<file path="src/rtl/genius_seq_player.sv">
// Colour-sequence generator/player for the Genius game: grows a stored sequence by one
// pseudo-random colour per round and replays it on the colour-mux select. Optional macro GENIUS_SPEEDUP_EN.
//
// state    | meaning
// ---------+------------------------------------------------------------
// S_IDLE   | waiting for start/next
// S_APPEND | one cycle: store lfsr[1:0] at seq_len (unless full), idx <= 0
// S_ON     | colour mem[idx] lit, timer counts the on duration down
// S_OFF    | dark gap, timer counts OFF_CYCLES down, then next step or DONE
// S_DONE   | one-cycle done pulse
module genius_seq_player #(
    parameter int          MAX_LEN    = 32,
    parameter int          ON_CYCLES  = 4,
    parameter int          OFF_CYCLES = 2,
    parameter logic [15:0] LFSR_SEED  = 16'hACE1
) (
    input  logic                           clk,
    input  logic                           rst_n,
    input  logic                           start,
    input  logic                           next,
    output logic [1:0]                     sel,
    output logic                           led_on,
    output logic                           busy,
    output logic                           done,
    output logic                           full,
    output logic [$clog2(MAX_LEN+1)-1:0]   seq_len
);

    localparam int LEN_W = $clog2(MAX_LEN + 1);
    localparam int IDX_W = $clog2(MAX_LEN);
    localparam int TMR_W = $clog2(((ON_CYCLES > OFF_CYCLES) ? ON_CYCLES : OFF_CYCLES) + 1);

    typedef enum logic [2:0] {
        S_IDLE,
        S_APPEND,
        S_ON,
        S_OFF,
        S_DONE
    } state_t;

    state_t             r_state;
    state_t             w_state_nxt;
    logic [15:0]        r_lfsr;
    logic [1:0]         r_mem [MAX_LEN];
    logic [LEN_W-1:0]   r_seq_len;
    logic [IDX_W-1:0]   r_idx;
    logic [IDX_W-1:0]   w_idx_nxt;
    logic [TMR_W-1:0]   r_tmr;
    logic [TMR_W-1:0]   w_tmr_nxt;
    logic [TMR_W-1:0]   w_on_load;
    logic [1:0]         r_sel;
    logic               w_full;
    logic               w_last;
    logic               w_clr_len;
    logic               w_append;

    assign w_full = (r_seq_len == LEN_W'(MAX_LEN));
    assign w_last = (LEN_W'(r_idx) == (r_seq_len - LEN_W'(1)));

`ifdef GENIUS_SPEEDUP_EN
    logic [LEN_W-1:0]   w_dur_len;
    logic [LEN_W-1:0]   w_shrink;

    // In APPEND the timer is loaded before seq_len increments, so use the post-append length.
    assign w_dur_len = ((r_state == S_APPEND) && !w_full) ? (r_seq_len + LEN_W'(1)) : r_seq_len;
    assign w_shrink  = w_dur_len >> 2;
    assign w_on_load = (32'(w_shrink) >= 32'(ON_CYCLES)) ? '0
                     : TMR_W'(32'(ON_CYCLES) - 32'd1 - 32'(w_shrink));
`else
    assign w_on_load = TMR_W'(ON_CYCLES - 1);
`endif

    always_comb begin
        w_state_nxt = r_state;
        w_idx_nxt   = r_idx;
        w_tmr_nxt   = r_tmr;
        w_clr_len   = 1'b0;
        w_append    = 1'b0;
        case (r_state)
            S_IDLE: begin
                if (start) begin
                    w_clr_len   = 1'b1;
                    w_state_nxt = S_APPEND;
                end else if (next) begin
                    w_state_nxt = S_APPEND;
                end
            end
            S_APPEND: begin
                w_append    = !w_full;
                w_idx_nxt   = '0;
                w_tmr_nxt   = w_on_load;
                w_state_nxt = S_ON;
            end
            S_ON: begin
                if (r_tmr == '0) begin
                    w_tmr_nxt   = TMR_W'(OFF_CYCLES - 1);
                    w_state_nxt = S_OFF;
                end else begin
                    w_tmr_nxt = r_tmr - TMR_W'(1);
                end
            end
            S_OFF: begin
                if (r_tmr == '0) begin
                    if (w_last) begin
                        w_state_nxt = S_DONE;
                    end else begin
                        w_idx_nxt   = r_idx + IDX_W'(1);
                        w_tmr_nxt   = w_on_load;
                        w_state_nxt = S_ON;
                    end
                end else begin
                    w_tmr_nxt = r_tmr - TMR_W'(1);
                end
            end
            S_DONE: begin
                w_state_nxt = S_IDLE;
            end
            default: begin
                w_state_nxt = S_IDLE;
            end
        endcase
    end

    always_ff @(posedge clk or negedge rst_n) begin
        if (!rst_n) begin
            r_state <= S_IDLE;
            r_idx   <= '0;
            r_tmr   <= '0;
        end else begin
            r_state <= w_state_nxt;
            r_idx   <= w_idx_nxt;
            r_tmr   <= w_tmr_nxt;
        end
    end

    // Galois LFSR free-runs in every state so colour choice depends on command timing.
    always_ff @(posedge clk or negedge rst_n) begin
        if (!rst_n) begin
            r_lfsr <= LFSR_SEED;
        end else begin
            r_lfsr <= (r_lfsr >> 1) ^ (r_lfsr[0] ? 16'hB400 : 16'h0000);
        end
    end

    always_ff @(posedge clk or negedge rst_n) begin
        if (!rst_n) begin
            r_seq_len <= '0;
        end else if (w_clr_len) begin
            r_seq_len <= '0;
        end else if (w_append) begin
            r_seq_len <= r_seq_len + LEN_W'(1);
        end
    end

    always_ff @(posedge clk) begin
        if (w_append) begin
            r_mem[r_seq_len[IDX_W-1:0]] <= r_lfsr[1:0];
        end
    end

    // sel reads memory directly while lit and keeps the last lit colour otherwise.
    always_ff @(posedge clk or negedge rst_n) begin
        if (!rst_n) begin
            r_sel <= 2'b00;
        end else if (r_state == S_ON) begin
            r_sel <= r_mem[r_idx];
        end
    end

    assign sel     = (r_state == S_ON) ? r_mem[r_idx] : r_sel;
    assign led_on  = (r_state == S_ON);
    assign busy    = (r_state != S_IDLE);
    assign done    = (r_state == S_DONE);
    assign full    = w_full;
    assign seq_len = r_seq_len;

endmodule

</file>
<file path="config.mk">
export PLATFORM = sky130hd
export DESIGN_NAME = genius_seq_player
export DESIGN_NICKNAME = d
export VERILOG_FILES = /design/src/rtl/genius_seq_player.sv
export SDC_FILE = /design/constraint.sdc
export NUM_CORES = 1
export LEC_CHECK = 0
export ABC_AREA = 1
export CAP_MARGIN = 20
export CORE_MARGIN = 2
export CORE_UTILIZATION = 55
export DETAILED_ROUTE_END_ITERATION = 8
export GPL_TIMING_DRIVEN = 0
export PLACE_DENSITY_LB_ADDON = 0.3
export SLEW_MARGIN = 25
export SYNTH_ARGS = -nofsm -noshare
export SYNTH_HDL_FRONTEND = slang
export SYNTH_SLANG_ARGS = --single-unit
</file>
<file path="constraint.sdc">
create_clock -name clk -period 2.3 [get_ports clk]
set_clock_uncertainty 0.1 [all_clocks]
set_input_delay 0.575 -clock clk [delete_from_list [all_inputs] [get_ports clk]]
set_output_delay 0.575 -clock clk [all_outputs]
set_load 0.01 [all_outputs]
</file>
==> run summary, run 1 <==
================================================================================
Result of the run ................................................. complete, but fails checks
Violated checks ................................................... setup timing
Critical path start-end classification ............................   reg -> out
Placed cell areas .................................................     4880 µm²
Total of endpoints with negative setup slack in the final report ..            2
Vias after detailed routing .......................................         3448
Vias in the first global route ....................................         3496
Yosys warning total ...............................................            0
Slowest CP cell ................................................... sky130_fd_sc_hd__dfrtp_1
Sw Pwr ............................................................   0.000626 W
Gate count of the mapped netlist ..................................          455
Net switching fraction of the power ...............................        20.4%
Critical path peak fanout .........................................            6
Cell area after layout ............................................     5310 µm²
Effective utilization at floorplan ................................        56.4%
Kind of cell adding the most delay to the critical path ........... simple AND/OR/NAND/NOR gates
Top cell by count, worst path ..................................... sky130_fd_sc_hd__nand2_1
IO Port Bufs ......................................................           15
Standard-cell rows ................................................           33
Share of the clock period used by the worst path after layout .....         116%
ANT cells .........................................................            0
Worst relative slew slack .........................................        54.9%
Time the worst path needs with I/O delays and setup ...............      2670 ps
Commonest non-fill, non-tap cells in the layout ................... sky130_fd_sc_hd__nor2_1, sky130_fd_sc_hd__edfxtp_1, sky130_fd_sc_hd__nand2_1
Clock slew at reported path FFs ...................................        90 ps
Share of power burned in combinational logic ......................         0.7%
Clock tree from TritonCTS .........................................        built
Final nets ........................................................          502
Buffers and inverters on the worst path ...........................            3
RSZ-0062 raised after global routing ..............................          yes
Type of the worst min-delay path ..................................   reg -> reg
Crit-path cells ................................................... buf_6 -> buf_6 -> nor2_1 -> nor2_1 -> o21ai_1 -> nand2_1 -> nand2_1 -> nand2_1 -> nor2_2 -> nand2_1 -> nand3_2 -> nand2_2 -> buf_6
Leakage Power .....................................................      2.06 nW
Core area .........................................................     8130 µm²
Required time of the critical path ................................      1620 ps
Maximum ir drop on the vdd rail ...................................     0.503 mV
Number of max-slew violations in the final report .................            0
Part of the power in the clock network ............................        38.1%
Root Driver ....................................................... sky130_fd_sc_hd__clkbuf_8
Antenna-violating nets left .......................................            0
WL/cell ...........................................................      17.8 µm
Fill cell count ...................................................          620
Synthesized flop and latch total ..................................           99
Slowest stage delay, CP ...........................................       410 ps
Number of antenna violations at the first check in global routing .            0
Later-pin clock latency in the skew report ........................       370 ps
Vertical die dimension ............................................      95.3 µm
Final routed DRC violation total ..................................            0
Largest net degree at the start of global routing .................           37
Post-Place Cells ..................................................          576
Clock buffer depth ................................................            2
Hold Fails Final Rpt ..............................................            0
Clock sink total ..................................................           99
Routability-driven placement congestion ratio .....................        0.843
Placed wire-length estimate .......................................      7000 µm
Die X .............................................................      95.3 µm
Synth-to-layout area growth .......................................        15.8%
Average size of a mapped cell .....................................     10.1 µm²
Wire length of the first global-routing pass ......................     17000 µm
Worst Slack Setup Final ...........................................      -373 ps
Critical path data arrival time ...................................      2000 ps
Power per unit of standard cell area ..............................   577 nW/µm²
Syn_nets ..........................................................          466
Ratio of cells with drive above 1 in the final layout .............        22.0%
Global route overflow .............................................            0
DIE AREA ..........................................................     9090 µm²
Initial detailed-routing violation count ..........................          320
Critical path startpoint category .................................    flip-flop
Upper clock frequency limit .......................................      374 MHz
Fraction of the yosys area taken by sequential cells ..............        61.2%
First-pass iteration count of the detailed router .................            5
Cell Count, Final, Fillers Out ....................................          601
Number of distinct library cells after synthesis ..................           36
Top-level I/O count ...............................................           16
Maximum level of the CTS H-tree ...................................            3
TritonCTS Buffers .................................................            9
Synth Cell Area ...................................................     4590 µm²
Sequential fraction of design power ...............................        61.2%
Number of violations of the max-capacitance limit .................            0
Overall routing resource usage ....................................        25.5%
Mean number of vias per cell ......................................         5.74
Most common cell after layout, fill and taps aside ................ sky130_fd_sc_hd__nor2_1
Total wire length after detailed routing ..........................     10700 µm
Measured slew at the worst slew-check pin .........................       677 ps
Kind of end point of the critical path ............................   output pin
P_int .............................................................    0.00244 W
================================================================================
-- Yosys cell counts --
cell type | n | area share (%)
sky130_fd_sc_hd__nor2_1 | 108 | 8.8
sky130_fd_sc_hd__edfxtp_1 | 64 | 42
sky130_fd_sc_hd__nand2_1 | 64 | 5.2
sky130_fd_sc_hd__o21ai_0 | 33 | 3.6
sky130_fd_sc_hd__inv_1 | 31 | 2.5
sky130_fd_sc_hd__dfrtp_1 | 27 | 15
sky130_fd_sc_hd__nand3_1 | 26 | 2.8
sky130_fd_sc_hd__buf_2 | 10 | 1.1
sky130_fd_sc_hd__inv_2 | 9 | 0.74
sky130_fd_sc_hd__dfstp_2 | 8 | 4.6
sky130_fd_sc_hd__o211ai_1 | 8 | 1.3
sky130_fd_sc_hd__ha_1 | 7 | 1.9
sky130_fd_sc_hd__nand2_2 | 7 | 0.95
sky130_fd_sc_hd__nand4_1 | 6 | 0.82
sky130_fd_sc_hd__xor2_1 | 6 | 1.1
sky130_fd_sc_hd__a21oi_1 | 5 | 0.55
sky130_fd_sc_hd__nand3_2 | 4 | 0.87
sky130_fd_sc_hd__nand2_4 | 3 | 0.74
sky130_fd_sc_hd__nor2_2 | 3 | 0.41
sky130_fd_sc_hd__nor2_4 | 3 | 0.74
sky130_fd_sc_hd__nor3_1 | 3 | 0.33
sky130_fd_sc_hd__o21ai_1 | 3 | 0.33
sky130_fd_sc_hd__clkbuf_2 | 2 | 0.22
sky130_fd_sc_hd__nor2_8 | 2 | 0.87
sky130_fd_sc_hd__xnor2_1 | 2 | 0.38
sky130_fd_sc_hd__a31oi_1 | 1 | 0.14
sky130_fd_sc_hd__buf_4 | 1 | 0.16
sky130_fd_sc_hd__buf_6 | 1 | 0.25
sky130_fd_sc_hd__inv_4 | 1 | 0.14
sky130_fd_sc_hd__nand3_4 | 1 | 0.38
sky130_fd_sc_hd__nand4_2 | 1 | 0.27
sky130_fd_sc_hd__o21ai_4 | 1 | 0.35
sky130_fd_sc_hd__o221ai_1 | 1 | 0.19
sky130_fd_sc_hd__o22ai_1 | 1 | 0.14
sky130_fd_sc_hd__o32ai_1 | 1 | 0.19
sky130_fd_sc_hd__or2_2 | 1 | 0.14
-- flip-flops by register name, summed over array words and instances (netlist names) --
| signal | count |
|---|---|
| r_tmr | 3 |
| r_mem | 64 |
| seq_len | 6 |
| r_state | 3 |
| r_sel | 2 |
| r_idx | 5 |
| r_lfsr | 16 |
-- worst paths after layout --
check,start,to,slack (ps),cells after the start
max in group asynchronous,rst_n,r_lfsr[15]$_DFF_PN1_,1210,3
worst max register to register,r_state[2]$_DFFE_PN0P_,r_mem[0][1]$_DFFE_PP_,290,7
min in group asynchronous,rst_n,r_tmr[1]$_DFFE_PN0P_,440,2
worst min register to register,r_lfsr[3]$_DFF_PN0_,r_lfsr[2]$_DFF_PN0_,260,0
worst min-delay path,r_lfsr[3]$_DFF_PN0_,r_lfsr[2]$_DFF_PN0_,260,0
worst max-delay path,r_idx[0]$_DFFE_PN0P_,sel[1],-370,13
-- layout make-up --
| type | count | area, µm² | share of cell area [%] |
|---|---|---|---|
| flip-flops and latches | 99 | 2810 | 53.0 |
| multi-input cells | 301 | 1620 | 30.5 |
| repair buffers | 26 | 246 | 4.64 |
| clock buffers | 12 | 188 | 3.53 |
| inverters | 41 | 166 | 3.13 |
| well taps | 105 | 131 | 2.47 |
| plain buffers | 13 | 121 | 2.28 |
| clock inverters | 4 | 26.3 | 0.495 |
-- power groups by stage --
stage	clock [W]	combinational (W)	sequential (W)
floorplan	0	0.00000000120	0.00192
global placement	0	0.0000169	0.00191
detailed placement	0	0.0000208	0.00191
CTS	0.00116	0.0000222	0.00188
global route	0.00125	0.0000240	0.00188
finish	0.00117	0.0000215	0.00188
-- kinds of logic (layout without fill, tap and decap cells) --
kind of cell	Yosys count	in the layout	share of synthesized area, %
buf+inv	55	96	5.13
simple gates	232	232	23.4
compound gates	54	54	6.79
flops	99	99	61.2
fa+ha+maj	7	7	1.91
xor+xnor	8	8	1.53
-- per-stage QoR --
step	TNS, ps	setup slack, ps	hold WS [ps]	util, %	total power, W
final	-728	-373	262	65.3	0.00307
after global routing	-956	-486	269	65.3	0.00315
after CTS	-775	-325	262	64.6	0.00306
after detailed placement	-1060	-523	246	60.0	0.00194
after global placement	-4250	-505	236	59.9	0.00193
after floorplan	0	329	179	-	0.00192
-- routing by layer --
metal  share of wire (%)  wire, µm  GRT usage, %  vias up
li1                    -         -             -     1587
met1                  40      4260          34.1     1673
met2                  50      5350          41.1      162
met3                 7.8       829          4.90       26
met4                 2.2       235          10.6        0
met5                   0         0             0        -
-- what timing repair did --
| item | 4_1_cts | 5_1_grt |
|---|---|---|
| gates resized for setup | 47 | 18 |
| hold buffers | 1 | 0 |
| pin swaps | 8 | 14 |
| gates cloned | 1 | 0 |
| hold endpoints to repair | 4 | 0 |
| endpoints found under the setup margin | 4 | 4 |
| buffers inserted | 7 | 1 |
Note: power is estimated with default switching activity, not from simulation.
==> run 2, diff against run 1 <==
--- a/config.mk
+++ b/config.mk
@@ -12,6 +12,7 @@
 export DETAILED_ROUTE_END_ITERATION = 8
 export GPL_TIMING_DRIVEN = 0
 export PLACE_DENSITY_LB_ADDON = 0.3
+export SETUP_SLACK_MARGIN = 0.5
 export SLEW_MARGIN = 25
 export SYNTH_ARGS = -nofsm -noshare
 export SYNTH_HDL_FRONTEND = slang
==> run 2 against run 1 <==
Effect of this change:
- the run still ends with setup timing left
- setup slack got worse by 160 ps
- sequential share of layout area decreased by 7.5 points
- routed wire length increased by 30%
- non-clock buffer count increased by 44
- sequential cell count unchanged
- clock-buffer cell count increased by 1
- worst hold slack got worse by 5.2 ps
- total power decreased by 2.1%
- register-to-register slack got worse by 780 ps
- largest cell class unchanged
==> run summary, run 2 (synthesized netlist as in run 1, its figures left out) <==
================================================================================
Critical path data arrival time ...................................      2160 ps
Placed wire-length estimate .......................................      6920 µm
Effective utilization at floorplan ................................        56.4%
Routability-driven placement congestion ratio .....................        0.896
Clock tree from TritonCTS .........................................        built
Leakage Power .....................................................      2.35 nW
Critical path peak fanout .........................................            7
Largest net degree at the start of global routing .................           37
Worst Hold Slack ..................................................       257 ps
Critical path startpoint category .................................    flip-flop
Vias after detailed routing .......................................         3969
WL/cell ...........................................................      21.5 µm
Total wire length after detailed routing ..........................     13900 µm
Die X .............................................................      95.3 µm
Violated checks ................................................... setup timing
Result of the run ................................................. complete, but fails checks
Number of antenna violations at the first check in global routing .            0
Upper clock frequency limit .......................................      353 MHz
Number of violations of the max-capacitance limit .................            0
Type of the worst min-delay path ..................................   reg -> reg
Mean number of vias per cell ......................................         6.15
Critical path start-end classification ............................   reg -> out
IO Port Bufs ......................................................           15
Later-pin clock latency in the skew report ........................       380 ps
Cell area after layout ............................................     6190 µm²
Kind of end point of the critical path ............................   output pin
Standard-cell rows ................................................           33
Share of the clock period used by the worst path after layout .....         123%
Time the worst path needs with I/O delays and setup ...............      2830 ps
Placed cell areas .................................................     4950 µm²
Core area .........................................................     8130 µm²
Required time of the critical path ................................      1620 ps
Measured slew at the worst slew-check pin .........................       699 ps
Post-Place Cells ..................................................          576
Largest register FFs ..............................................           64
RSZ-0062 raised after global routing ..............................          yes
Cell Count, Final, Fillers Out ....................................          645
Initial detailed-routing violation count ..........................          440
ANT cells .........................................................            0
Post-placement setup slack ........................................      -447 ps
Root Driver ....................................................... sky130_fd_sc_hd__clkbuf_8
Power per unit of standard cell area ..............................   485 nW/µm²
Clock slew at reported path FFs ...................................       100 ps
Clock buffer depth ................................................            2
Global route overflow .............................................            0
Worst relative slew slack .........................................        53.4%
Share of the core filled with cells in the final layout ...........        76.1%
Worst Slack Setup Final ...........................................      -534 ps
Ratio of cells with drive above 1 in the final layout .............        42.2%
Final nets ........................................................          546
Synth-to-layout area growth .......................................        35.0%
Vias in the first global route ....................................         3567
Vertical die dimension ............................................      95.3 µm
Maximum level of the CTS H-tree ...................................            3
Antenna-violating nets left .......................................            0
Hold Fails Final Rpt ..............................................            0
TritonCTS Buffers .................................................            9
Commonest non-fill, non-tap cells in the layout ................... sky130_fd_sc_hd__nor2_1, sky130_fd_sc_hd__edfxtp_1, sky130_fd_sc_hd__nand2_1
Maximum ir drop on the vdd rail ...................................     0.447 mV
Wire length of the first global-routing pass ......................     17900 µm
Top-level I/O count ...............................................           16
Total of endpoints with negative setup slack in the final report ..            3
First-pass iteration count of the detailed router .................            7
Clock sink total ..................................................           99
Overall routing resource usage ....................................        27.1%
Number of max-slew violations in the final report .................            0
DIE AREA ..........................................................     9090 µm²
Final routed DRC violation total ..................................            0
================================================================================
run 2: changes by cell type in the layout (fill, tap and decap cells not counted), sizes merged:
| cell | previous run | this run |
|---|---|---|
| clkbuf | 17 | 16 |
| inv | 43 | 41 |
| clkdlybuf4s50 | 10 | 2 |
| buf | 22 | 75 |
| clkinv | 2 | 3 |
| dlygate4sd2 | 0 | 2 |
| dlymetal6s2s | 1 | 0 |
run 2: worst paths after layout:
path                                            from                    to  slack, ps  cells after the start
worst max-delay path            r_idx[0]$_DFFE_PN0P_                sel[1]       -530                     13
max in group asynchronous                      rst_n   r_lfsr[6]$_DFF_PN1_       1170                      3
worst min-delay path             r_lfsr[4]$_DFF_PN0_   r_lfsr[3]$_DFF_PN0_        260                      0
worst max register to register  r_idx[0]$_DFFE_PN0P_    r_sel[1]$_DFF_PN0_       -490                     20
min in group asynchronous                      rst_n  r_tmr[0]$_DFFE_PN0P_        450                      2
worst min register to register   r_lfsr[4]$_DFF_PN0_   r_lfsr[3]$_DFF_PN0_        260                      0
run 2: what timing repair did:
item / CTS / global route
endpoints found under the setup margin: 82 / 83
gates cloned: 2 / 0
pin swaps: 24 / 42
setup buffers: 39 / 11
hold buffers: 1 / 0
hold endpoints to repair: 4 / 0
resized for setup: 134 / 92
run 2: through the flow:
| step | TNS (ps) | power [W] |
|---|---|---|
| 2_1_floorplan | 0 | 0.00192 |
| 6_report | -1490 | 0.00300 |
| 3_5_place_dp | -910 | 0.00194 |
| 5_1_grt | -1680 | 0.00307 |
| 4_1_cts | -918 | 0.00299 |
| 3_3_place_gp | -4440 | 0.00193 |
run 2: final cells by class:
class                   count  area [µm²]
flip-flops and latches     99        2820
multi-input cells         301        2100
fillers                   426        1940
repair buffers             69         623
inverters                  41         186
clock buffers              13         171
plain buffers              14         145
well taps                 105         131
clock inverters             3        17.5
run 2: layer usage:
metal / routed length (µm) / vias up / GRT usage, %
met4: 672 / 0 / 11.5
li1: - / 1671 / -
met2: 7010 / 286 / 44.6
met3: 1150 / 75 / 6.56
met5: 0 / - / 0
met1: 5040 / 1937 / 34.5
run 2: power by group:
part | internal (W) | switching [W] | total, W
combinational | 0.00000817 | 0.0000137 | 0.0000218
clock | 0.000495 | 0.000611 | 0.00111
sequential | 0.00188 | 0 | 0.00188
run 2: critical path: stages (launching register included):
cell and delay [ps]:
sky130_fd_sc_hd__dfrtp_1 380, sky130_fd_sc_hd__buf_6 180, sky130_fd_sc_hd__buf_6 140, sky130_fd_sc_hd__nor2_4 30, sky130_fd_sc_hd__nor2_1 140, sky130_fd_sc_hd__o21ai_1 120
sky130_fd_sc_hd__o21ai_1 150, sky130_fd_sc_hd__nand2_1 100, sky130_fd_sc_hd__nand2_1 90, sky130_fd_sc_hd__nor2_2 50, sky130_fd_sc_hd__nand2_1 80, sky130_fd_sc_hd__nand3_2 100
sky130_fd_sc_hd__nand2_2 100, sky130_fd_sc_hd__buf_6 100
==> run 3, diff against run 2 <==
--- a/config.mk
+++ b/config.mk
@@ -6,9 +6,12 @@
 export NUM_CORES = 1
 export LEC_CHECK = 0
 export ABC_AREA = 1
+export ABC_CLOCK_PERIOD_IN_PS = 2300
 export CAP_MARGIN = 20
+export CORE_ASPECT_RATIO = 2
 export CORE_MARGIN = 2
 export CORE_UTILIZATION = 55
+export CTS_CLUSTER_DIAMETER = 30
 export DETAILED_ROUTE_END_ITERATION = 8
 export GPL_TIMING_DRIVEN = 0
 export PLACE_DENSITY_LB_ADDON = 0.3
==> run 3 against run 2 <==
Effect of this change:
- the run still ends with setup timing left
- critical path depth shrank 2
- die area grew 0.49%
- routed wire length shrank 9.0%
- register-to-register slack gained 780 ps
- via count shrank 9.4%
- worst hold slack lost 260 ps
- first-iteration DRC count shrank 44%
- sequential cell count is the same
- final cell count shrank 4.0%
- maximum frequency grew 5.0%
- largest cell class unchanged
==> run summary, run 3 (synthesized netlist as in run 1, its figures left out) <==
================================================================================
Overall routing resource usage ....................................        27.1%
Hold Fails Final Rpt ..............................................            0
Ratio of cells with drive above 1 in the final layout .............        40.3%
Worst Slack Setup Final ...........................................      -399 ps
Count of cell instances traversed by the critical path ............           11
Largest net degree at the start of global routing .................           37
Wire length of the first global-routing pass ......................     17800 µm
Top-level I/O count ...............................................           16
IO Port Bufs ......................................................           15
Worst relative slew slack .........................................        54.3%
Total wire length after detailed routing ..........................     12600 µm
DIE AREA ..........................................................     9130 µm²
Slowest stage delay, CP ...........................................       420 ps
Upper clock frequency limit .......................................      370 MHz
Standard-cell rows ................................................           47
Vertical die dimension ............................................       133 µm
Vias in the first global route ....................................         3666
Critical path startpoint category .................................    flip-flop
Synth-to-layout area growth .......................................        33.5%
Critical path peak fanout .........................................            7
Leakage Power .....................................................      2.29 nW
Critical path start-end classification ............................   reg -> out
Top cell by count, worst path ..................................... sky130_fd_sc_hd__nand2_1
WL/cell ...........................................................      20.4 µm
Vias after detailed routing .......................................         3597
Die X .............................................................      68.6 µm
Clock tree from TritonCTS .........................................        built
Result of the run ................................................. complete, but fails checks
Final nets ........................................................          527
Maximum ir drop on the vdd rail ...................................     0.617 mV
Root Driver ....................................................... sky130_fd_sc_hd__clkbuf_16
Detailed route wirelength on metal3 ...............................       582 µm
Commonest non-fill, non-tap cells in the layout ................... sky130_fd_sc_hd__nor2_1, sky130_fd_sc_hd__edfxtp_1, sky130_fd_sc_hd__nand2_1
Number of violations of the max-capacitance limit .................            0
Clock buffer depth ................................................            2
Buffers and inverters on the worst path ...........................            3
Setup TNS .........................................................      -768 ps
Clock sink total ..................................................           99
Critical path data arrival time ...................................      2020 ps
Maximum level of the CTS H-tree ...................................            3
Share of the clock period used by the worst path after layout .....         117%
Number of antenna violations at the first check in global routing .            0
Total of endpoints with negative setup slack in the final report ..            2
Crit-path cells ................................................... buf_8 -> clkbuf_16 -> o21ai_1 -> nand2_1 -> nand2_1 -> nand2_1 -> nor2_2 -> nand2_1 -> nand3_2 -> nand2_2 -> buf_6
Violated checks ................................................... setup timing
Mean number of vias per cell ......................................         5.81
Type of the worst min-delay path ..................................  in -> async
Number of max-slew violations in the final report .................            0
Slowest CP cell ................................................... sky130_fd_sc_hd__dfrtp_1
Later-pin clock latency in the skew report ........................       350 ps
R2r worst-path depth ..............................................           12
Placed cell areas .................................................     4940 µm²
Largest register FFs ..............................................           64
Power per unit of standard cell area ..............................   553 nW/µm²
Core area .........................................................     8170 µm²
Routability-driven placement congestion ratio .....................        0.913
Kind of end point of the critical path ............................   output pin
Detail Route met2 WL ..............................................      7220 µm
Overall Power .....................................................    0.00339 W
Cell area after layout ............................................     6120 µm²
Initial detailed-routing violation count ..........................          247
TritonCTS Buffers .................................................            9
Effective utilization at floorplan ................................        56.1%
Post-Place Cells ..................................................          569
Kind of cell adding the most delay to the critical path ........... simple AND/OR/NAND/NOR gates
Routed length on met1 .............................................      4220 µm
Share of the core filled with cells in the final layout ...........        74.9%
Highest metal layer with signal wires .............................         met4
RSZ-0062 raised after global routing ..............................          yes
Clock slew at reported path FFs ...................................        70 ps
Global route overflow .............................................            0
Antenna-violating nets left .......................................            0
Time the worst path needs with I/O delays and setup ...............      2700 ps
Placed wire-length estimate .......................................      7360 µm
Final routed DRC violation total ..................................            0
Measured slew at the worst slew-check pin .........................       686 ps
Required time of the critical path ................................      1620 ps
First-pass iteration count of the detailed router .................            5
Hold buffer count at cts ..........................................            0
Cell Count, Final, Fillers Out ....................................          619
ANT cells .........................................................            0
================================================================================
==> run 3: worst paths after layout <==
| check | slack [ps] | endpoint | from |
|---|---|---|---|
| min in group clk | 260 | r_lfsr[3]$_DFF_PN0_ | r_lfsr[4]$_DFF_PN0_ |
| worst max-delay path | -400 | sel[1] | r_idx[0]$_DFFE_PN0P_ |
| worst max register to register | 290 | r_sel[1]$_DFF_PN0_ | r_idx[0]$_DFFE_PN0P_ |
| worst min-delay path | 1 | r_lfsr[1]$_DFF_PN0_ | rst_n |
| worst min register to register | 260 | r_lfsr[3]$_DFF_PN0_ | r_lfsr[4]$_DFF_PN0_ |
| max in group asynchronous | 1600 | r_lfsr[15]$_DFF_PN1_ | rst_n |
==> run 3: worst register-to-register path, cell delays in order, from the launching register on <==
cell and delay, ps:
sky130_fd_sc_hd__dfrtp_1 420, sky130_fd_sc_hd__buf_8 180, sky130_fd_sc_hd__clkbuf_16 170, sky130_fd_sc_hd__o21ai_1 150
sky130_fd_sc_hd__nand2_1 90, sky130_fd_sc_hd__nand2_1 80, sky130_fd_sc_hd__nand2_1 80, sky130_fd_sc_hd__nor2_2 130
sky130_fd_sc_hd__nand2_1 90, sky130_fd_sc_hd__nand3_2 100, sky130_fd_sc_hd__nand2_2 70, sky130_fd_sc_hd__buf_4 130
sky130_fd_sc_hd__buf_4 120
==> run 3: routing by layer <==
layer,vias to the layer above,track usage [%]
met1,1768,30.1
met2,144,47.0
met5,-,0
met3,46,4.22
li1,1639,-
met4,0,14.8
==> run 3: power by group <==
part	switching [W]	total [W]	leakage, nW	internal [W]
registers	0	0.00188	0.847	0.00188
logic	0.0000133	0.0000216	1.30	0.00000834
clock network	0.000660	0.00149	0.147	0.000829
==> run 3: repair_timing <==
action	4_1_cts	5_1_grt
buffers inserted	19	12
cloned	2	1
endpoints found under the setup margin	83	79
pin swaps	31	37
gates resized for setup	114	98
==> run 3: area by class of cell <==
cell class              instances  area, µm²
flip-flops and latches         99       2820
multi-input cells             301       2060
fillers                       455       2050
repair buffers                 50        479
clock buffers                  11        264
inverters                      41        186
plain buffers                  14        166
well taps                      98        123
clock inverters                 5       32.5
==> run 3: metrics by stage <==
step	worst slack (ps)	hold WS, ps
floorplan	400	179
global placement	-479	237
detailed placement	-485	242
CTS	-297	6.41
global route	-475	25.9
finish	-399	1.34
